$ cat src/rtl/uart_pkg.sv
// uart_pkg: shared UART constants, state encoding and baud defaults for TX and RX.
package uart_pkg;
  localparam int UART_DATA_BITS = 8;
  localparam int UART_WIDTH = 16;
  localparam int UART_DIV = 10417;
  localparam int UART_FRAME_BITS = UART_DATA_BITS + 2;
  localparam int UART_FRAME_BITS_PAR = UART_DATA_BITS + 3;
  typedef enum logic [2:0] {
    IDLE   = 3'd0,
    START  = 3'd1,
    DATA   = 3'd2,
    PARITY = 3'd3,
    STOP   = 3'd4
  } uart_state_t;
endpackage

$ cat src/rtl/uart_baud_gen.sv
// uart_baud_gen: counts 0..div-1 and flags the last (tick) and next-to-last (pre_tick) clock of each bit.
module uart_baud_gen import uart_pkg::*; #(
  parameter int width = UART_WIDTH,
  parameter logic [width-1:0] div = width'(UART_DIV)
) (
  input  logic clk,
  input  logic arst,
  input  logic clr,
  output logic tick,
  output logic pre_tick
);
  logic [width-1:0] cnt;
  assign tick = cnt == div - width'(1);
  assign pre_tick = cnt == div - width'(2);
  always_ff @(posedge clk or posedge arst)
    if (arst) cnt <= '0;
    else cnt <= (clr || tick) ? '0 : cnt + width'(1);
endmodule

$ cat src/rtl/uart_tx.sv
// uart_tx: 8N1 (optional parity) UART transmitter, LSB first, registered outputs.
module uart_tx import uart_pkg::*; #(
  parameter int width = UART_WIDTH,
  parameter logic [width-1:0] div = width'(UART_DIV),
  parameter bit PARITY_EN = 1'b0,
  parameter bit PARITY_ODD = 1'b0
) (
  input  logic       clk,
  input  logic       arst,
  input  logic       tx_en,
  input  logic       tx_start,
  input  logic [7:0] data_in,
  output logic       tx,
  output logic       busy,
  output logic       done
);
  uart_state_t state;
  logic [UART_DATA_BITS-1:0] shreg;
  logic [2:0] idx;
  logic tick, pre_tick, parity;
  assign parity = ^shreg ^ PARITY_ODD;
  uart_baud_gen #(.width(width), .div(div)) u_baud (
    .clk(clk),
    .arst(arst),
    .clr(state == IDLE),
    .tick(tick),
    .pre_tick(pre_tick)
  );
  // The stop bit leaves one clock early so the done cycle is its last clock and a new start follows seamlessly.
  always_ff @(posedge clk or posedge arst)
    if (arst) begin
      state <= IDLE;
      tx <= 1'b1;
      busy <= 1'b0;
      done <= 1'b0;
      idx <= '0;
      shreg <= '0;
    end else begin
      done <= 1'b0;
      case (state)
        IDLE: if (tx_en && tx_start) begin
          shreg <= data_in;
          idx <= '0;
          tx <= 1'b0;
          busy <= 1'b1;
          state <= START;
        end
        START: if (tick) begin
          tx <= shreg[0];
          state <= DATA;
        end
        DATA: if (tick) begin
          if (idx == '1) begin
            tx <= PARITY_EN ? parity : 1'b1;
            state <= PARITY_EN ? PARITY : STOP;
            idx <= '0;
          end else begin
            tx <= shreg[idx + 3'd1];
            idx <= idx + 3'd1;
          end
        end
        PARITY: if (tick) begin
          tx <= 1'b1;
          state <= STOP;
        end
        STOP: if (pre_tick) begin
          busy <= 1'b0;
          done <= 1'b1;
          state <= IDLE;
        end
        default: state <= IDLE;
      endcase
    end
endmodule

$ cat config.mk
export PLATFORM = sky130hd
export DESIGN_NAME = uart_tx
export DESIGN_NICKNAME = d
export VERILOG_FILES = /design/src/rtl/uart_pkg.sv /design/src/rtl/uart_baud_gen.sv /design/src/rtl/uart_tx.sv
export SDC_FILE = /design/constraint.sdc
export NUM_CORES = 1
export LEC_CHECK = 0
export BUFFER_PORTS_ARGS = -buffer_cell sky130_fd_sc_hd__buf_2
export CORE_UTILIZATION = 50
export CTS_CLUSTER_DIAMETER = 50
export DETAILED_ROUTE_END_ITERATION = 16
export GPL_TIMING_DRIVEN = 0
export HOLD_SLACK_MARGIN = 0.02
export PLACE_DENSITY_LB_ADDON = 0.3
export SLEW_MARGIN = 25
export SYNTH_ARGS = -nofsm -noshare
export SYNTH_HDL_FRONTEND = slang
export SYNTH_HIERARCHICAL = 1
export SYNTH_SLANG_ARGS = --single-unit
$ cat constraint.sdc
create_clock -name clk -period 2.1 [get_ports clk]
set_input_delay 0.21 -clock clk [delete_from_list [all_inputs] [get_ports clk]]
set_output_delay 0.21 -clock clk [all_outputs]
set_load 0.05 [all_outputs]
==> metrics list, run 1 <==
- Clock network latency to the later pin of the worst-skew pair: 330 ps
* Data arrival time at the worst-slack endpoint: 2430 ps
* Number of antenna violations at the first check in global routing: 0
- Once routing completed, OpenROAD measured the worst setup slack at -121 ps.
* Fin cells: 234
* Fraction of the yosys area taken by sequential cells: 0.485
- Met1 Use GR: 0.305
- The first global-routing pass estimated 5580 microns of wire.
- In the final layout, the share of cells above drive strength 1 is 0.300.
* Required time of the critical path: 2310 ps
* CTS tree: yes
* Starting DRC count in detailed routing: 59
- Buffers from clock root to sink, at most: 2
* Library cell used as clock root buffer: sky130_fd_sc_hd__clkbuf_4
- Growth of design area from synthesis to finish: 21.2%
* Count of antenna-violating nets left after detailed routing: 0
- Highest net fanout along the worst path: 3
- Max transition margin: 0.580
- Most used routing layer in global routing: met2
- The floorplan has 20 rows.
* Antenna Diode Count: 0
- Distinct cell type count of the synthesized netlist: between 40 and 50
* Mapped Avg Cell Area: 10.9 sq um
* Via count of the first global-routing pass: 1226
* Congestion Overflow GR: 0
* Synthesis-stage register bit count: 33
* Placeable Area: 3150 sq um
- Instance count of the mapped netlist: around 160
- Post-placement worst setup slack: -377 ps
- The die is around 60 microns tall.
* Pin count of the biggest net entering global routing: 18
- For this run, global-route usage on met3 was measured as 0.0448.
* PwrDens: 846 nW/um^2
* Final design utilization: 0.655
- Summed over all cells, the static leakage comes to a little over 0.0009 uW.
- Gp weighted congestion: about 0.83
- The smallest clock period supported by the final layout is computed as ~2200 ps.
- Yosys printed 6 warnings.
- Placed cell count: 214
- In the routed design, unresolved DRC markers number 0.
- The run finished, with violations left.
* Achievable frequency: 450 MHz
- Tot GR Track Use: 0.216
- The net count of the finished layout is 206.
* Clock-pin slew of the registers on the worst-case setup and hold paths: 100 ps
- The wire-length estimate of the detail-placed layout is 2280 microns.
* Number of pins exceeding their max-slew limit in the final report: 0
- Most frequent cells in the layout: 32 x sky130_fd_sc_hd__dfrtp_1, 18 x sky130_fd_sc_hd__nor2_1, 17 x sky130_fd_sc_hd__buf_2
- Number of buffers inserted during clock tree synthesis: 5
- Number of vias after detailed routing: between 1000 and 1500
- On the final layout, the worst clock skew is roughly 10 ps.
- CTS saw 33 sinks.
* Overall die width: approximately 60 microns
* Total cell area at the placement stage: approximately 1800 sq um
- The worst setup path is captured at a flip-flop.
- Design Area, Final: 2070 sq um
- Setup repair after global routing could not meet its margin everywhere.
* Post-synthesis cell area: 1700 sq um
- In the routed layout, each cell is associated on average with a via count of 5.46.
- Power comes to 1750 uW.
- The die covers around 3600 sq um.
- Level count of the clock H-tree: 2
- Detailed Route WL: 3420 microns
* Synth Net Count: approximately 170
- STA classifies the critical path startpoint as a flip-flop.
- Pin placement for this block handled 15 I/O pins.
- Effective utilization at floorplan: 0.540
- Transition time at the pin with the least slew margin: 629 ps
- Dividing the detail-routed wire length by the instance count gives 14.6 microns.
- Final setup violation count: 20
- Across the VDD grid, the largest voltage drop is 0.000573 V.
* Most common cell after layout, fill and taps aside: sky130_fd_sc_hd__dfrtp_1
* Classification of the worst-slack hold path: in2reg
* Final hold violations: 0
- By startpoint and endpoint, the worst setup path is classified as reg2reg.
- The first detailed-routing pass ran for 4 iterations.
- Reported max-cap violation count: 0
- Of the available clock period, the critical path in the final layout requires 1.06.
* Met2 usage in global routing: 0.322
* # port buffers: 14
* Violated checks: negative setup slack
-- where the power goes --
group / switching, uW / internal [uW]
registers: 115 / 776
logic: 228 / 276
clock network: 196 / 158
-- what timing repair did --
| item | CTS | global route |
|---|---|---|
| endpoints found under the hold margin | 32 | 0 |
| resized for setup | 6 | 2 |
| hold buffers | 1 | 0 |
| setup buffers | 5 | 7 |
| pin swaps | 5 | 4 |
| endpoints found under the setup margin | 13 | 24 |
| cloned | 1 | 0 |
-- synth_stat cells (all sizes together) --
| cell type | number | share of area |
|---|---|---|
| nand2b | 1 | 0.0037 |
| or4b | 1 | 0.0081 |
| or2 | 2 | 0.0073 |
| or4bb | 2 | 0.013 |
| clkbuf | 1 | 0.0022 |
| nand2 | 8 | 0.018 |
| buf | 6 | 0.032 |
| o22ai | 1 | 0.0037 |
| xor2 | 4 | 0.021 |
| and3 | 1 | 0.0037 |
| mux4 | 2 | 0.026 |
| a211oi | 1 | 0.0044 |
| mux2i | 1 | 0.0059 |
| nand3b | 1 | 0.0044 |
| o21ai | 2 | 0.0059 |
| xnor2 | 10 | 0.051 |
| mux2 | 12 | 0.079 |
| nor2 | 20 | 0.047 |
| nor3 | 8 | 0.029 |
| nor3b | 2 | 0.0088 |
| nor2b | 1 | 0.0037 |
| or3b | 1 | 0.0051 |
| ha | 4 | 0.029 |
| nand4 | 5 | 0.018 |
| dfrtp | 32 | 0.47 |
| dfstp | 1 | 0.015 |
| o21a | 1 | 0.0044 |
| o21bai | 1 | 0.0044 |
| nand3 | 5 | 0.015 |
| and4 | 1 | 0.0051 |
| a21oi | 3 | 0.0088 |
| nor4 | 5 | 0.022 |
| inv | 9 | 0.020 |
| or3 | 1 | 0.0044 |
-- critical path, stage by stage (launching register included) --
cell	delay [ps]
sky130_fd_sc_hd__dfrtp_1	410
sky130_fd_sc_hd__or4b_4	570
sky130_fd_sc_hd__nor4_4	320
sky130_fd_sc_hd__nand2_1	90
sky130_fd_sc_hd__o21a_1	130
sky130_fd_sc_hd__nor3_4	240
sky130_fd_sc_hd__mux2_4	330
-- cell families after synthesis --
family	synth area share
simple gates	0.217
flops	0.485
buf+inv	0.0536
mux	0.112
xor+xnor	0.0719
compound gates	0.0316
fa+ha+maj	0.0294
-- worst paths after layout --
path	cells after the start	start	slack [ps]	endpoint
max	6	u_baud/cnt[6]$_DFF_PP0_	-120	idx[1]$_DFFE_PP0P_
min in group asynchronous	3	arst	510	idx[0]$_DFFE_PP0P_
min	2	data_in[0]	90	shreg[0]$_DFFE_PP0P_
min reg2reg	1	shreg[4]$_DFFE_PP0P_	490	shreg[4]$_DFFE_PP0P_
max reg2reg	6	u_baud/cnt[6]$_DFF_PP0_	-120	idx[1]$_DFFE_PP0P_
max in group asynchronous	3	arst	1180	idx[1]$_DFFE_PP0P_
-- per-stage QoR --
step                      hold slack [ps]  setup TNS [ps]
final                                90.6           -1150
after global routing                 83.1           -2890
after CTS                            86.0           -2930
after detailed placement              331           -1330
after global placement                312            -821
after floorplan                       124            -169
-- layer usage --
metal  wire, microns  up-vias
met4              70        0
met1            1540      638
met3             168        7
met5               0        -
li1                -      602
met2            1650       31
-- area by class of cell --
class	count	area, sq um
inverters	9	33.8
fillers	254	1090
repair buffers	28	215
plain buffers	6	53.8
clock buffers	7	55.1
well taps	44	55.1
multi-input cells	107	826
flip-flops and latches	33	827
-- state kept, by name, summed over array words and instances (netlist names) --
signal,cells
shreg,8
u_baud/cnt,16
busy,1
state,3
idx,3
done,1
tx,1
Power figures use the tool's default switching activity.
==> inputs of run 2 (changes only) <==
- ABC_AREA: unset -> 1
- RECOVER_POWER: unset -> 50
==> metrics list, run 2 <==
- Setup violations remaining at the end of the flow were counted as 0.
- Fraction of final layout cells sized beyond drive strength 1: 0.196
- In this run the count of I/O pins placed on the die edge is 15.
- In this run the remaining antenna-violating nets after routing total 0.
- Final setup skew: just under 8 ps
* Global-route wire length before repair: 6490 microns
- Reported max-cap violation count: 0
- In the synthesized netlist the dominant register cell turns out to be sky130_fd_sc_hd__dfrtp_1.
- Number of vias per cell after detailed routing: 5.09
* Congestion Overflow GR: 0
- After floorplanning, the core was divided into 21 placement rows.
- The number of failing hold endpoints at the final stage was 0.
- Detailed-route wire length per cell: 11.8 microns
- The via count of the first global-routing pass is between 1000 and 1500.
* Library cell with the highest instance count after synthesis: sky130_fd_sc_hd__nand2_1
* Final Cycle Share: 0.877
- Port buffering added 14 buffers.
- Cells taking the most area after synthesis: sky130_fd_sc_hd__dfrtp_1 43%, sky130_fd_sc_hd__nand2_1 10%, sky130_fd_sc_hd__inv_1 7.3%, sky130_fd_sc_hd__nor2_1 6.7%, sky130_fd_sc_hd__nand3_1 5.9%
- More flip-flops sit in one register than any other, and that register is u_baud/cnt.
- Total leakage power: 0.00101 uW
* Total die area: slightly below 4000 sq um
- CTS tree: yes
- Summed over all nets, the half-perimeter wirelength after detailed placement is 2620 microns.
* Min Clock Period, post-route: 1840 ps
- Library cell used as clock root buffer: sky130_fd_sc_hd__clkbuf_8
* Total of hold buffers inserted after clock tree synthesis: 0
* Type of element capturing the critical path: flip-flop
* Total Nets Final: 280
- Largest registers in the final layout: u_baud/cnt x16, shreg x8
- The finished layout holds 311 standard cells, fillers aside.
* Worst vdd rail ir drop: 0.000676 V
- The initial utilization of the core area, before any placement, comes to 0.540.
- Buffers from clock root to sink, at most: 2
- Of the total power, the share spent switching nets is 0.393.
- The worst setup path is launched from a flip-flop.
- From left edge to right edge, the die measures 63.0 microns.
- Power spread over the standard cell area amounts to 1210 nW/um^2.
- Of all nets on the critical path, the largest fanout is 4.
* Cell taking the most area after synthesis: sky130_fd_sc_hd__dfrtp_1
- For this block, the initial DRC count from the detailed router was 93.
* Level count of the clock H-tree: 2
- Number of design rule violations left after detail routing: 0
* Post-synth EDFFs: 0
- Post-placement worst setup slack: ~300 ps
* Final design utilization: 0.611
* Part of the total power dissipated in the clock network: 0.243
- The library cell used most frequently in the layout, excluding fill and tap cells, is sky130_fd_sc_hd__nand2_1.
- In the post-route analysis, the smallest setup slack over all paths is approximately 260 ps.
- After routing, the total negative slack on setup checks comes to 0 ps.
- Across all layers, the routed design uses between 1500 and 2000 vias.
- P_sw: around 1000 uW
- The path class of the tightest hold or removal check is in2async.
* Setup repair after global routing missed its margin: false
* Proportion of synthesized flip-flops having asynchronous set or reset: 1.00
* Achievable frequency: 543 MHz
* Transition time at the pin with the least slew margin: 645 ps
- The internal power of the cells totals 1540 uW.
* Post-synthesis cell area: 1860 sq um
- Entering global routing, the biggest net connects 18 pins.
- Synthesis produced a netlist whose cell count is 243.
- The share of total power dissipated in combinational logic is 0.392.
* Clock network latency to the later pin of the worst-skew pair: approximately 290 ps
- The routed design has 3660 microns of wire.
* Detailed-routing iteration count for the pre-antenna-repair pass: 4
- Placed cell count: about 300
- Flip-flop count of the largest register, all copies and words added: 16
- Number of buffers inserted during clock tree synthesis: 5
- Data arrival time at the worst-slack endpoint: 2020 ps
- Required time of the critical path: roughly 2300 ps
- In the global route stage, overall resource usage came out at 0.210.
- In this run the tightest slew margin relative to its limit is 0.570.
* Most frequent cells in the layout: 52 x sky130_fd_sc_hd__nand2_1, 36 x sky130_fd_sc_hd__inv_1, 33 x sky130_fd_sc_hd__nor2_1
* Number of antenna violations at the first check in global routing: 0
- The core region is 3440 sq um.
- When the netlist entered floorplanning its net count stood at 259.
* Count of yosys warnings during synthesis: 6
- Hold is met by about 9.1 ps.
* Growth of design area from synthesis to finish: 13.2%
- The critical path is of the reg2reg type.
- The flow ran to the end, and the final reports show no timing, DRC or antenna violations.
* Clk sink count: 33
* Commonest cells in the synthesized netlist: 52 x sky130_fd_sc_hd__nand2_1, 36 x sky130_fd_sc_hd__inv_1, 33 x sky130_fd_sc_hd__nor2_1, 32 x sky130_fd_sc_hd__dfrtp_1, 22 x sky130_fd_sc_hd__nand3_1
- The repair_antennas step left the layout with diodes totalling 0.
- In this run, synthesis produced a sequential element count of 33.
- Overall die height: 63.0 microns
- Distinct cell type count of the synthesized netlist: 24
* Number of pins exceeding their max-slew limit in the final report: 0
- Clock-pin slew of the registers on the worst-case setup and hold paths: 70 ps
- The share of synthesized area in the top cell type comes to 0.431.
- Fraction of the yosys area taken by sequential cells: 0.445
* Share of total power in sequential cells: 0.365
- Tracing the worst setup path back leads to its startpoint at u_baud/cnt[0]$_DFF_PP0_.
- The startpoint identified for the worst register-to-register timing path is u_baud/cnt[0]$_DFF_PP0_.
- The average instance in the mapped netlist occupies 7.65 sq um.
- The congestion estimate from routability-driven global placement came to 0.846.
==> run 2: cell count changes in the layout (fill, tap and decap cells not counted), sizes merged, moves of 3 or more <==
cell / change
a21oi: +9
nand3: +18
nor4: -5
inv: +29
nand2: +51
buf: -17
mux2: -12
nand4: +3
nor3: -5
xnor2: -8
o21ai: +4
nor2: +29
==> run 2: through the flow <==
stage	area [sq um]	power, uW
global route	2100	2730
floorplan	1860	1710
detailed placement	1990	1910
CTS	2100	2540
finish	2100	2540
global placement	1990	1890
==> run 2: timing repair <==
action	4_1_cts	5_1_grt
setup buffers	0	0
endpoints found under the setup margin	0	1
gates resized for setup	0	1
==> run 2: cells by family (layout without fill, tap and decap cells) <==
logic type,count (synthesis),count (layout),share of synthesized area
AO/OA/AOI/OAI,19,19,0.0525
XOR/XNOR,5,5,0.0236
adder cells (fa/ha/maj),4,4,0.0269
buffers and inverters,40,62,0.0915
flip-flops,33,33,0.445
AND/OR/NAND/NOR,142,142,0.361
==> run 2: worst paths after layout <==
path	to	slack [ps]	cells past startpoint
min in group clk	shreg[6]$_DFFE_PP0P_	170	3
worst min register to register	busy$_DFFE_PP0P_	500	2
worst max register to register	state[1]$_DFFE_PP0P_	260	10
worst min-delay path	u_baud/cnt[9]$_DFF_PP0_	9	2
worst max-delay path	state[1]$_DFFE_PP0P_	260	10
max in group asynchronous	idx[1]$_DFFE_PP0P_	1680	2
==> run 2: metal layers <==
metal	GRT usage	wire length, microns
met5	0	0
met1	0.305	1820
met3	0.0493	185
met2	0.310	1630
met4	0.0581	24
==> run 2: cell type report <==
cell class / count / area [sq um]
Fill cell: 312 / 1340
Timing Repair Buffer: 14 / 68.8
Multi-Input combinational cell: 170 / 865
Inverter: 38 / 143
Sequential cell: 33 / 827
Clock buffer: 7 / 86.3
Tap cell: 46 / 57.6
Buffer: 2 / 27.5
Clock inverter: 1 / 30.0
==> run 2: power by group through the flow <==
stage               Sequential [uW]  Clock [uW]  Combinational [uW]
global placement                932           0                 958
detailed placement              937           0                 972
finish                          926         616                 995
CTS                             925         628                 989
floorplan                       948           0                 761
global route                    954         651                1120
==> run 2: worst max-delay path, cell delays in order (launching register included) <==
cell,delay (ps)
sky130_fd_sc_hd__dfrtp_1,410
sky130_fd_sc_hd__ha_2,240
sky130_fd_sc_hd__nand3_1,120
sky130_fd_sc_hd__inv_1,150
sky130_fd_sc_hd__nand4_1,110
sky130_fd_sc_hd__nor3_1,160
sky130_fd_sc_hd__inv_1,90
sky130_fd_sc_hd__nand4_1,150
sky130_fd_sc_hd__nand4_2,160
sky130_fd_sc_hd__nand2_1,80
sky130_fd_sc_hd__o21ai_1,60
